### src/rtl/nn_pkg.sv
// Shared fixed-point constants, sequencer states and weight-ROM addressing
// for the neural-network layer blocks.
package nn_pkg;
    localparam int WIDTH = 32;
    localparam int FBITS = 24;
    localparam logic [WIDTH-1:0] Q_ONE = 32'h0100_0000;

    typedef enum logic [2:0] {
        S_IDLE,
        S_MAC,
        S_DRAIN,
        S_ACT,
        S_OUT
    } state_e;

    // Row-major ROM layout: N_IN weights then the bias for each neuron.
    function automatic int unsigned wgt_addr(input int unsigned n,
                                             input int unsigned k,
                                             input int unsigned n_in);
        return n * (n_in + 1) + k;
    endfunction
endpackage

### src/rtl/nn_mac_acc.sv
// Latched input vector, one-deep pending-read register, operand mux and
// wrapping accumulator for the shared-multiplier layer sequencer.
module nn_mac_acc #(
    parameter int WIDTH = 32,
    parameter int N_IN  = 2,
    parameter int K_W   = 2
) (
    input  logic                  clk,
    input  logic                  rst_n,
    input  logic                  load_x,
    input  logic [N_IN*WIDTH-1:0] x_flat,
    input  logic                  clr_acc,
    input  logic                  rd_issue,
    input  logic [K_W-1:0]        rd_idx,
    input  logic [WIDTH-1:0]      w_data,
    input  logic [WIDTH-1:0]      mac_y,
    output logic [WIDTH-1:0]      mac_a,
    output logic [WIDTH-1:0]      mac_b,
    output logic [WIDTH-1:0]      acc
);
    logic [N_IN-1:0][WIDTH-1:0] x_q;
    logic                       pend_q;
    logic [K_W-1:0]             pidx_q;
    logic [WIDTH-1:0]           acc_q, acc_d;
    logic                       is_mul, is_bias;

    assign is_mul  = pend_q && (pidx_q <  K_W'(N_IN));
    assign is_bias = pend_q && (pidx_q == K_W'(N_IN));

    // Operands are forced to zero unless a weight read is being consumed.
    always_comb begin
        mac_a = '0;
        mac_b = '0;
        if (is_mul) begin
            mac_b = w_data;
            for (int i = 0; i < N_IN; i++) begin
                if (pidx_q == K_W'(i)) mac_a = x_q[i];
            end
        end
    end

    always_comb begin
        acc_d = acc_q;
        if (clr_acc)      acc_d = '0;
        else if (is_mul)  acc_d = acc_q + mac_y;
        else if (is_bias) acc_d = acc_q + w_data;
    end

    always_ff @(posedge clk) begin
        if (!rst_n) begin
            x_q    <= '0;
            pend_q <= 1'b0;
            pidx_q <= '0;
            acc_q  <= '0;
        end else begin
            if (load_x) x_q <= x_flat;
            pend_q <= rd_issue;
            pidx_q <= rd_idx;
            acc_q  <= acc_d;
        end
    end

    assign acc = acc_q;
endmodule

### src/rtl/layer_seq_ctrl.sv
// Time-multiplexes one multiplier and one activation unit over every neuron
// of a fully connected layer; results leave on a valid/ready stream.
module layer_seq_ctrl #(
    parameter int WIDTH  = nn_pkg::WIDTH,
    parameter int FBITS  = nn_pkg::FBITS,
    parameter int N_IN   = 2,
    parameter int N_OUT  = 2,
    parameter int ADDR_W = 8
) (
    input  logic                                       clk,
    input  logic                                       rst_n,
    input  logic                                       start,
    input  logic [N_IN*WIDTH-1:0]                      x_flat,
    output logic                                       busy,
    output logic                                       done,
    output logic                                       w_rd,
    output logic [ADDR_W-1:0]                          w_addr,
    input  logic [WIDTH-1:0]                           w_data,
    output logic [WIDTH-1:0]                           mac_a,
    output logic [WIDTH-1:0]                           mac_b,
    input  logic [WIDTH-1:0]                           mac_y,
    output logic [WIDTH-1:0]                           act_in,
    input  logic [WIDTH-1:0]                           act_y,
    output logic                                       y_valid,
    input  logic                                       y_ready,
    output logic [WIDTH-1:0]                           y_data,
    output logic [((N_OUT > 1) ? $clog2(N_OUT) : 1)-1:0] y_idx
);
    import nn_pkg::*;

    localparam int IDX_W = (N_OUT > 1) ? $clog2(N_OUT) : 1;
    localparam int K_W   = (N_IN > 0) ? $clog2(N_IN + 1) : 1;

    if (((1 << ADDR_W) < N_OUT * (N_IN + 1)) || (FBITS >= WIDTH)) begin : g_bad_cfg
        $error("layer_seq_ctrl: ROM address space or fraction width out of range");
    end

    state_e            state_q, state_d;
    logic [IDX_W-1:0]  n_q, n_d;
    logic [K_W-1:0]    k_q, k_d;
    logic              busy_q, busy_d;
    logic              done_q, done_d;
    logic              y_valid_q, y_valid_d;
    logic [WIDTH-1:0]  y_data_q, y_data_d;
    logic [IDX_W-1:0]  y_idx_q, y_idx_d;
    logic              load_x, clr_acc;
    logic [WIDTH-1:0]  acc;

    always_comb begin
        state_d   = state_q;
        n_d       = n_q;
        k_d       = k_q;
        busy_d    = busy_q;
        done_d    = 1'b0;
        y_valid_d = y_valid_q;
        y_data_d  = y_data_q;
        y_idx_d   = y_idx_q;
        load_x    = 1'b0;
        clr_acc   = 1'b0;
        w_rd      = 1'b0;
        w_addr    = '0;
        unique case (state_q)
            S_IDLE: begin
                if (start) begin
                    load_x  = 1'b1;
                    clr_acc = 1'b1;
                    n_d     = '0;
                    k_d     = '0;
                    busy_d  = 1'b1;
                    state_d = S_MAC;
                end
            end
            S_MAC: begin
                w_rd   = 1'b1;
                w_addr = ADDR_W'(wgt_addr(32'(n_q), 32'(k_q), N_IN));
                if (k_q == K_W'(N_IN)) state_d = S_DRAIN;
                else                   k_d     = k_q + K_W'(1);
            end
            // The bias read issued last in MAC is absorbed here.
            S_DRAIN: state_d = S_ACT;
            S_ACT: begin
                y_data_d  = act_y;
                y_idx_d   = n_q;
                y_valid_d = 1'b1;
                state_d   = S_OUT;
            end
            S_OUT: begin
                if (y_ready) begin
                    y_valid_d = 1'b0;
                    if (n_q == IDX_W'(N_OUT - 1)) begin
                        done_d  = 1'b1;
                        busy_d  = 1'b0;
                        state_d = S_IDLE;
                    end else begin
                        n_d     = n_q + IDX_W'(1);
                        k_d     = '0;
                        clr_acc = 1'b1;
                        state_d = S_MAC;
                    end
                end
            end
            default: state_d = S_IDLE;
        endcase
    end

    always_ff @(posedge clk) begin
        if (!rst_n) begin
            state_q   <= S_IDLE;
            n_q       <= '0;
            k_q       <= '0;
            busy_q    <= 1'b0;
            done_q    <= 1'b0;
            y_valid_q <= 1'b0;
            y_data_q  <= '0;
            y_idx_q   <= '0;
        end else begin
            state_q   <= state_d;
            n_q       <= n_d;
            k_q       <= k_d;
            busy_q    <= busy_d;
            done_q    <= done_d;
            y_valid_q <= y_valid_d;
            y_data_q  <= y_data_d;
            y_idx_q   <= y_idx_d;
        end
    end

    nn_mac_acc #(
        .WIDTH (WIDTH),
        .N_IN  (N_IN),
        .K_W   (K_W)
    ) u_mac_acc (
        .clk      (clk),
        .rst_n    (rst_n),
        .load_x   (load_x),
        .x_flat   (x_flat),
        .clr_acc  (clr_acc),
        .rd_issue (w_rd),
        .rd_idx   (k_q),
        .w_data   (w_data),
        .mac_y    (mac_y),
        .mac_a    (mac_a),
        .mac_b    (mac_b),
        .acc      (acc)
    );

    assign busy    = busy_q;
    assign done    = done_q;
    assign y_valid = y_valid_q;
    assign y_data  = y_data_q;
    assign y_idx   = y_idx_q;
    assign act_in  = acc;
endmodule

### config.mk
export PLATFORM = sky130hd
export DESIGN_NAME = layer_seq_ctrl
export DESIGN_NICKNAME = d
export VERILOG_FILES = /design/src/rtl/nn_pkg.sv /design/src/rtl/nn_mac_acc.sv /design/src/rtl/layer_seq_ctrl.sv
export SDC_FILE = /design/constraint.sdc
export NUM_CORES = 1
export LEC_CHECK = 0
export ABC_AREA = 1
export CAP_MARGIN = 40
export CORE_MARGIN = 10
export CORE_UTILIZATION = 45
export CTS_BUF_LIST = sky130_fd_sc_hd__clkbuf_4
export DETAILED_ROUTE_END_ITERATION = 12
export GPL_TIMING_DRIVEN = 1
export MAX_ROUTING_LAYER = met4
export PLACE_DENSITY = 0.78
export SYNTH_ARGS = -nofsm -noshare
export SYNTH_HDL_FRONTEND = slang
export SYNTH_SLANG_ARGS = --single-unit
### constraint.sdc
create_clock -name clk -period 3.4 [get_ports clk]
set_input_delay 0.51 -clock clk [delete_from_list [all_inputs] [get_ports clk]]
set_output_delay 0.51 -clock clk [all_outputs]
set_load 0.01 [all_outputs]
==> summary.txt, run 1 <==
Job
  • Max_cap viols: 0

Min path
  • Worst Min Path Start: rst_n
  • Hold Crit Endpoint: y_data[21]
  • Worst min path class: in2reg
  • WHS Path Cells: 3

Placed design
  • Hpwl dp: roughly 23000 µm
  • GPL Wtd Cong: 0.920
  • IO buf count: 299

Logic synthesis
  • Syn avg cell area: 6.09 µm²
  • Compound-gate portion of the synthesized area: 0.180
  • Yosys warns: 0
  • XOR/XNOR Fraction of Synth Area: 0.00603
  • Largest area contributor in the netlist: dfxtp_1
  • Yosys reg bits: around 140
  • Synth cell types: 39
  • Synth Flop Type: dfxtp_1
  • Simple-gate share of the synthesized area: 0.268
  • Multiplexer area fraction after synthesis: 0
  • Area of the mapped netlist: 0.00871 mm²
  • Top cells by count, synth: inv_1 (284), nand2_1 (272), nor2_1 (246), dfxtp_1 (141), a21oi_1 (128)
  • Largest cells by area after synthesis: dfxtp_1 (32%), inv_1 (12%), nand2_1 (12%)
  • Mapped Cells: about 1400
  • Seq/Total Area, Yosys: 0.324
  • Share of synthesized flip-flops with an asynchronous set or reset: 0
  • Post-Synth Adder-Cell Area: 0.0563
  • Largest family of logic cells by synthesized area: simple AND/OR/NAND/NOR gates
  • Synth top area share: 0.324
  • Number of enable flip-flop cells after synthesis: 0
  • Top-count cell post-synth: inv_1

Clocking
  • TritonCTS clock tree: yes
  • Reg clk slew, reported paths: 0.16 ns
  • Post-CTS Setup Repair Bufs: 0
  • H-tree depth: 4
  • Clock Latency Late Sink: roughly 0.56 ns
  • Sink Count: 141
  • Hold buffer count at CTS: 0
  • Clk buf depth: 2
  • Num CTS Buffers: 17
  • Root Buffer: clkbuf_4
  • # resized after CTS: 0

Routing
  • # DRC: 0
  • Final WL: 29000 µm
  • Antenna Nets Post-Route: 0
  • DR iter-0 viols: around 520
  • DR pass1 iterations: 5
  • Vias: between 9000 and 10000
  • Average routed wire per standard cell: 14.7 µm
  • Vias per cell: 4.78

Worst setup path
  • FF-to-FF End: u_mac_acc.acc[31]
  • Setup crit end kind: primary output
  • CP max FO: 50
  • FF-to-FF Start: u_mac_acc.pidx_q[1]
  • Data arrival, critical path: 2.45 ns
  • CP startpoint kind: register
  • Worst setup path category: reg2out
  • R2R Setup Slk: between 0.6 and 0.7 ns
  • Worst R2R Path Depth: 16
  • Worst Path Required: between 2 and 3 ns

Global routing
  • Antenna violations before repair: 3
  • Grt ovf: 0
  • Pin count of the biggest net entering global routing: 131
  • Global-route wire length before repair: between 40000 and 50000 µm
  • GRT Total Usage: 0.225
  • Vias in the first global route: 9062

Floorplan
  • Die extent in y: 159 µm
  • I/O pin count: 305
  • Initial Util: 0.461
  • Row count: 50
  • Die area: 0.0253 mm²
  • Total core area: approximately 0.019 mm²
  • Die Width: 159 µm

Power
  • Worst vdd ir: roughly 290 µV
  • PwrDens: 374 mW/mm²
  • Overall power: 4.55 mW
  • Leakage: 5.70 nW

STA
  • Slew headroom: 0.618
  • Final Hold Viols: 0
  • Slew Viols, Final: 0
  • Worst Tran Pin Value: 0.572 ns
  • Final worst path period share: 0.872
  • Final setup vio count: 0
  • RSZ-0062 raised after global routing: false
  • Min cycle time layout: 2.96 ns
  • Peak Freq: 337 MHz
  • Fin Clk Skew: 0.0277 ns
  • Setup TNS after final layout: 0 ns

Run status
  • Status: completed

Layout
  • Area delta synth->final: 39.5%
  • Share of layout cells above drive strength 1: 0.0461
  • Fin nets: 1902
  • Post-Route Utilization: 0.643
critical path, stage by stage (launching register included):
cell and delay (ns):
dfxtp_1 0.35, inv_2 0.06, nand2_4 0.37, buf_4 0.48
nor2_1 0.14, clkdlybuf4s50_1 0.51
placed cells by master, fill, tap and decap left out, types with 4 or more instances in the layout:
cell	synthesis	routed
o21ai_0	70	70
a21oi_1	128	128
nand4_1	5	5
nand2_1	272	271
buf_4	7	11
nor3_1	5	5
o22ai_1	32	32
nand3_1	52	52
nor2_1	246	246
clkbuf_4	0	17
o211ai_2	4	4
inv_6	0	7
inv_2	15	15
conb_1	1	5
o21ai_1	45	45
dfxtp_1	141	141
clkdlybuf4s50_1	0	298
inv_1	284	284
or2_2	4	4
ha_1	36	36
sequential cells by signal (all words and copies together), names as in the netlist:
signal and cells:
y_data 32, busy 1, state_q 3, u_mac_acc.pend_q 1, done 1, y_idx 1, y_valid 1, k_q 2
n_q 1, u_mac_acc.x_q 64, u_mac_acc.pidx_q 2, u_mac_acc.acc 32
report_power, final:
part | internal, mW | total, mW | switching, mW
sequential | 1.81 | 1.88 | 0.0700
clock | 0.332 | 1.08 | 0.750
combinational | 0.681 | 1.59 | 0.907
total | 2.82 | 4.55 | 1.73
area by class of cell:
cell class	instances	area, µm²
fill	1830	6750
multi-input combinational	928	4470
timing repair buffer	312	3110
antenna	3	7.51
clock buffer	17	128
clock inverter	15	149
inverter	300	1130
sequential	141	2820
tap	260	325
per-stage QoR:
step	hold slack (ns)	std cells	worst slack (ns)	cell area, µm²
2_1_floorplan	0.430	1434	0.919	8720
4_1_cts	0.334	1973	0.377	12100
3_3_place_gp	0.439	1940	0.523	11800
6_report	0.381	1976	0.436	12100
3_5_place_dp	0.445	1941	0.512	11900
5_1_grt	0.339	1976	0.231	12100
worst max path at each step:
stage                        startpoint           endpoint  slack (ns)
detailed placement             mac_y[0]  u_mac_acc.acc[28]        0.51
floorplan           u_mac_acc.pidx_q[1]  u_mac_acc.acc[28]        0.92
global placement               mac_y[0]  u_mac_acc.acc[28]        0.52
global route        u_mac_acc.pidx_q[1]           mac_b[0]        0.23
CTS                 u_mac_acc.pidx_q[1]           mac_b[0]        0.38
finish              u_mac_acc.pidx_q[1]          mac_a[15]        0.44
per-layer routing:
metal  part of all wire  up-vias  track usage
met2               0.48      308        0.372
met4              0.019        0       0.0661
li1                   -     4943            -
met3              0.094       40       0.0935
met1               0.41     4145        0.243
met5                  0        -            -
cells by family after synthesis:
kind of cell,count (synthesis)
flip-flops,141
adder cells (fa/ha/maj),38
XOR/XNOR,6
buffers and inverters,365
other,1
AO/OA/AOI/OAI,290
AND/OR/NAND/NOR,589
No activity file was read; power rests on OpenSTA's default activity.
==> run 2, diff against run 1 <==
--- a/config.mk
+++ b/config.mk
@@ -11,7 +11,7 @@
 export CORE_UTILIZATION = 45
 export CTS_BUF_LIST = sky130_fd_sc_hd__clkbuf_4
 export DETAILED_ROUTE_END_ITERATION = 12
-export GPL_TIMING_DRIVEN = 1
+export GPL_TIMING_DRIVEN = 0
 export MAX_ROUTING_LAYER = met4
 export PLACE_DENSITY = 0.78
 export SYNTH_ARGS = -nofsm -noshare
==> summary.txt, run 2 (synthesized netlist as in run 1, its figures left out) <==
Run status
  • Status: completed

Clocking
  • TritonCTS clock tree: yes
  • Reg clk slew, reported paths: 0.13 ns (-0.03 ns)
  • Hold buffer count at CTS: 0 (unchanged)
  • Num CTS Buffers: 17 (unchanged)
  • Clock Latency Late Sink: 0.58 ns (+0.02 ns)
  • Sink Count: 141 (unchanged)
  • Root Buffer: clkbuf_4
  • Clk buf depth: 2 (unchanged)
  • H-tree depth: 4 (unchanged)

Worst setup path
  • Setup crit start: u_mac_acc.pidx_q[1]
  • FF-to-FF End: u_mac_acc.acc[28]
  • CP startpoint kind: register
  • Setup crit end kind: primary output
  • Worst setup path category: reg2out
  • Worst Setup EP: mac_b[1]
  • Most used cell, CP: buf_2
  • Data arrival, critical path: 2.68 ns (+0.23 ns)
  • Critical Path Max Stage Delay: 0.51 ns (about the same)
  • FF-to-FF Start: u_mac_acc.pidx_q[1]
  • Critical-path cell list: inv_2, nand2_1, buf_2, buf_2, buf_1, nor2_1, clkdlybuf4s50_1
  • Worst Path Required: 2.89 ns (about the same)
  • Worst R2R Path Depth: 18 (+2)
  • R2R Setup Slk: 0.26 ns (-0.40 ns)
  • CP max FO: 10 (-80%)
  • Slowest CP cell: clkdlybuf4s50_1

Layout
  • Commonest cells after routing, fill and taps aside: clkdlybuf4s50_1 (299), inv_1 (284), nand2_1 (272)
  • Largest register FFs: 64 (unchanged)
  • Share of layout cells above drive strength 1: 0.0516 (+0.00544)
  • Post-Route Utilization: 0.654 (+0.0115)
  • Commonest non-fill, non-tap cell in the layout: clkdlybuf4s50_1
  • Fin nets: 1954 (+2.7%)
  • Most flop-heavy register: u_mac_acc.x_q
  • Area delta synth->final: 41.9%

Routing
  • Final WL: 32200 µm (+11%)
  • Average routed wire per standard cell: 15.8 µm (+8.1%)
  • # DRC: 0 (unchanged)
  • Antenna Nets Post-Route: 0 (unchanged)
  • DR pass1 iterations: 5 (unchanged)
  • Vias per cell: 4.87 (+2.1%)
  • Vias: 9899 (+4.9%)
  • DR iter-0 viols: 600 (+15%)

Power
  • Worst vdd ir: 309 µV (+7.4%)
  • PwrDens: 385 mW/mm² (+2.8%)
  • Overall power: 4.76 mW (+4.6%)
  • Leakage: 5.80 nW (+1.9%)

Floorplan
  • Total core area: 0.0189 mm² (unchanged)
  • Die Width: 159 µm (unchanged)
  • Die area: 0.0253 mm² (unchanged)
  • Initial Util: 0.461 (unchanged)
  • I/O pin count: 305 (unchanged)
  • Die extent in y: 159 µm (unchanged)
  • Row count: 50 (unchanged)

Job
  • Max_cap viols: 0 (unchanged)

Global routing
  • GRT Total Usage: 0.251 (+0.0264)
  • Vias in the first global route: 9700 (+7.0%)
  • Antenna violations before repair: 6 (+3)
  • Grt ovf: 0 (unchanged)
  • Pin count of the biggest net entering global routing: 17 (-87%)
  • Global-route wire length before repair: 50500 µm (+10%)

STA
  • Hold slack: 0.463 ns (+0.0820 ns)
  • Min cycle time layout: 3.19 ns (+0.226 ns)
  • Setup TNS after final layout: 0 ns (unchanged)
  • Final setup vio count: 0 (unchanged)
  • Final Hold Viols: 0 (unchanged)
  • Final worst slack: 0.210 ns (-0.226 ns)
  • Fin Clk Skew: 0.0214 ns (-0.00630 ns)
  • Final worst path period share: 0.938 (+0.0666)
  • RSZ-0062 raised after global routing: true
  • Slew headroom: 0.444 (-0.174)
  • Worst Tran Pin Value: 0.834 ns (+0.262 ns)
  • Peak Freq: 313 MHz (-7.1%)
  • Slew Viols, Final: 0 (unchanged)

Placed design
  • Hpwl dp: 26000 µm (+15%)
  • GPL Wtd Cong: 0.970 (+5.4%)
  • Place WS: -0.00547 ns (-0.517 ns)
  • IO buf count: 299 (unchanged)

Min path
  • Worst min path class: reg2reg
## run 2: cell count changes in the layout (fill, tap and decap cells not counted), moves of 3 or more
cell      delta
diode_2      +3
buf_4        -4
buf_1       +12
clkbuf_1    +25
buf_2       +15
## run 2: layout make-up
cell class	instances	area, µm²
buffer	65	312
sequential	141	2820
clock inverter	15	171
fill	1820	6530
antenna	6	15.0
inverter	300	1130
multi-input combinational	928	4470
tap	260	325
clock buffer	17	128
timing repair buffer	299	2990
## run 2: report_power, final
part	switching, mW	internal, mW
Sequential	0.0709	1.81
Combinational	0.969	0.700
Clock	0.748	0.462
## run 2: critical path, delay by kind of cell (launching register included)
kind | cells | cell delay (ns)
buffers and inverters | 5 | 1.61
DFF | 1 | 0.35
and+or+nand+nor | 2 | 0.16
## run 2: per-layer routing
layer / GRT usage / wire length [µm]
met1: 0.269 / 13100
met2: 0.425 / 15400
met3: 0.0932 / 2990
met4: 0.0783 / 708
met5: - / 0
## run 2: repair_timing
action / CTS / global route
endpoints found under the setup margin: 1 / 11
hold endpoints to repair: 0 / 0
resized for setup: 1 / 3
setup buffers: 0 / 0
## run 2: through the flow
stage / cell area [µm²] / cells
4_1_cts: 12300 / 2025
6_report: 12400 / 2031
3_3_place_gp: 12000 / 1993
3_5_place_dp: 12000 / 1993
2_1_floorplan: 8720 / 1434
5_1_grt: 12400 / 2031
## run 2: worst min-delay path by stage
stage | start | cells past startpoint | endpoint | slack [ns]
2_1_floorplan | u_mac_acc.x_q[32] | 2 | u_mac_acc.x_q[32] | 0.43
3_3_place_gp | u_mac_acc.x_q[15] | 2 | u_mac_acc.x_q[15] | 0.44
3_5_place_dp | u_mac_acc.x_q[62] | 2 | u_mac_acc.x_q[62] | 0.44
4_1_cts | u_mac_acc.x_q[62] | 2 | u_mac_acc.x_q[62] | 0.46
5_1_grt | u_mac_acc.x_q[32] | 2 | u_mac_acc.x_q[32] | 0.48
6_report | u_mac_acc.x_q[21] | 2 | u_mac_acc.x_q[21] | 0.46
==> run 3, diff against run 2 <==
--- a/config.mk
+++ b/config.mk
@@ -7,7 +7,7 @@
 export LEC_CHECK = 0
 export ABC_AREA = 1
 export CAP_MARGIN = 40
-export CORE_MARGIN = 10
+export CORE_MARGIN = 5
 export CORE_UTILIZATION = 45
 export CTS_BUF_LIST = sky130_fd_sc_hd__clkbuf_4
 export DETAILED_ROUTE_END_ITERATION = 12
==> summary.txt, run 3 (synthesized netlist as in run 1, its figures left out) <==
Run status
  • Status: completed

Job
  • Max_cap viols: 0 (unchanged)

Clocking
  • Clock Latency Late Sink: 0.56 ns (-0.02 ns)
  • Post-CTS Setup Repair Bufs: 0 (unchanged)
  • Reg clk slew, reported paths: 0.14 ns (about the same)
  • Sink Count: 141 (unchanged)
  • Hold buffer count at CTS: 0 (unchanged)
  • H-tree depth: 4 (unchanged)
  • Num CTS Buffers: 17 (unchanged)
  • Root Buffer: clkbuf_4
  • TritonCTS clock tree: yes
  • Clk buf depth: 2 (unchanged)

Routing
  • # DRC: 0 (unchanged)
  • Antenna Nets Post-Route: 0 (unchanged)
  • Vias per cell: 4.80 (-1.6%)
  • Average routed wire per standard cell: 14.7 µm (-7.2%)
  • DR iter-0 viols: 526 (-12%)
  • Final WL: 29800 µm (-7.3%)
  • Vias: 9734 (-1.7%)
  • DR pass1 iterations: 5 (unchanged)

STA
  • Final Hold Viols: 0 (unchanged)
  • Peak Freq: 319 MHz (+1.7%)
  • Slew Viols, Final: 0 (unchanged)
  • RSZ-0062 raised after global routing: false
  • Min cycle time layout: 3.14 ns (-0.0531 ns)
  • Slew headroom: 0.510 (+0.0655)
  • Fin Clk Skew: 0.0234 ns (+0.00207 ns)
  • Final worst slack: 0.263 ns (+0.0531 ns)
  • Setup TNS after final layout: 0 ns (unchanged)
  • Final setup vio count: 0 (unchanged)
  • Worst Tran Pin Value: 0.735 ns (-0.0982 ns)
  • Final worst path period share: 0.923 (-0.0156)

Layout
  • Register area: 0.00282 mm² (unchanged)
  • Multi-input combinational cell area: 0.00447 mm² (unchanged)
  • Commonest cells after routing, fill and taps aside: clkdlybuf4s50_1 (299), inv_1 (284), nand2_1 (272)
  • Share of layout cells above drive strength 1: 0.0521 (+0.000567)
  • Most flop-heavy register: u_mac_acc.x_q
  • Area delta synth->final: 41.6%
  • Post-route non-filler standard cell count: 2029 (-0.098%)
  • Largest register FFs: 64 (unchanged)
  • Fin area: 0.0123 mm² (-0.21%)
  • Filler instances: 1822 (+0.11%)
  • Fin nets: 1954 (unchanged)
  • Commonest non-fill, non-tap cell in the layout: clkdlybuf4s50_1

Floorplan
  • Total core area: 0.0189 mm² (unchanged)
  • Die extent in y: 149 µm (-6.3%)
  • Die Width: 149 µm (-6.3%)
  • Row count: 50 (unchanged)
  • I/O pin count: 305 (unchanged)
  • Die area: 0.0222 mm² (-12%)
  • Initial Util: 0.461 (unchanged)

Placed design
  • DP Area: 0.0120 mm² (unchanged)
  • DP Cell Count: 1993 (unchanged)
  • GPL Wtd Cong: 1.01 (+3.7%)
  • Hpwl dp: 24300 µm (-6.6%)
  • IO buf count: 299 (unchanged)
  • Place WS: 0.00648 ns (+0.0119 ns)

Power
  • Worst vdd ir: 237 µV (-23%)
  • Leakage: 5.79 nW (-0.29%)
  • PwrDens: 377 mW/mm² (-2.1%)
  • Overall power: 4.64 mW (-2.3%)

Worst setup path
  • FF-to-FF End: u_mac_acc.acc[28]
  • Worst R2R Path Depth: 18 (unchanged)
  • R2R Setup Slk: 0.26 ns (about the same)
  • CP max FO: 10 (unchanged)
  • FF-to-FF Start: u_mac_acc.pidx_q[1]
  • Worst setup path category: reg2reg
  • CP startpoint kind: register
  • Data arrival, critical path: 3.59 ns (+0.91 ns)
  • Setup crit end kind: register
  • Worst Path Required: 3.86 ns (+0.97 ns)

Global routing
  • Grt ovf: 0 (unchanged)
  • GRT Total Usage: 0.267 (+0.0159)
  • Vias in the first global route: 9416 (-2.9%)
  • Pin count of the biggest net entering global routing: 17 (unchanged)
  • Antenna violations before repair: 4 (-2)
  • Global-route wire length before repair: 46000 µm (-8.9%)

Min path
  • Hold Crit Endpoint: u_mac_acc.x_q[24]
  • Worst min path class: reg2reg
  • WHS Path Cells: 2 (unchanged)
  • Worst Min Path Start: u_mac_acc.x_q[24]
## run 3: cell count changes in the layout (fill, tap and decap cells not counted)
cell        before  now
bufinv_16        2    1
clkinv_1         1    0
clkinvlp_4       1    3
diode_2          6    4
inv_6            6    7
inv_8            3    2
## run 3: timing repair
action                                  in CTS  in global routing
resized for setup                            1                  3
pin swaps                                    0                  0
endpoints found under the setup margin       1                  3
## run 3: metrics by stage
stage / util / hold slack [ns]
after floorplan: - / 0.430
after global placement: 0.637 / 0.439
after detailed placement: 0.637 / 0.444
after CTS: 0.652 / 0.463
after global routing: 0.653 / 0.486
final: 0.653 / 0.464
## run 3: final cells by class
| type | count | share of cell area |
|---|---|---|
| Clock buffer | 17 | 0.0103 |
| Clock inverter | 15 | 0.0122 |
| Sequential cell | 141 | 0.229 |
| Inverter | 300 | 0.0915 |
| Multi-Input combinational cell | 928 | 0.362 |
| Tap cell | 260 | 0.0264 |
| Timing Repair Buffer | 299 | 0.243 |
| Buffer | 65 | 0.0253 |
| Antenna cell | 4 | 0.000812 |
## run 3: worst max-delay path: stages (launching register included)
cell and delay, ns:
dfxtp_1 0.33, inv_2 0.06, nand2_1 0.06, buf_2 0.20
clkbuf_1 0.31, a21oi_1 0.26, ha_1 0.24, inv_1 0.07
fa_1 0.35, inv_1 0.14, nand3_1 0.09, nand3_1 0.15
nand3_1 0.10, nand3_1 0.20, nand2_1 0.15, nand3_1 0.12
nand2_1 0.05, nor2_1 0.11, nor2_1 0.05
## run 3: how the worst max path moves through the flow
stage                             start           endpoint  slack, ns  depth (start not counted)
floorplan           u_mac_acc.pidx_q[1]  u_mac_acc.acc[28]       0.92                         19
global placement    u_mac_acc.pidx_q[1]  u_mac_acc.acc[28]       0.03                         19
detailed placement  u_mac_acc.pidx_q[1]  u_mac_acc.acc[28]      0.006                         19
CTS                 u_mac_acc.pidx_q[1]           mac_b[6]       0.18                          7
global route        u_mac_acc.pidx_q[1]  u_mac_acc.acc[28]       0.04                         18
finish              u_mac_acc.pidx_q[1]  u_mac_acc.acc[28]       0.26                         18
## run 3: metal layers
layer  vias to the layer above  track usage  share of wire
met2                       330        0.453           0.48
li1                       5053            -              -
met4                         0       0.0989          0.030
met5                         -            -              0
met3                        58       0.0723          0.081
met1                      4293        0.303           0.41
## run 3: where the power goes
group          internal (mW)  switching (mW)
Clock                  0.388           0.727
Combinational          0.700           0.956
Sequential              1.81          0.0691
Total                   2.89            1.75
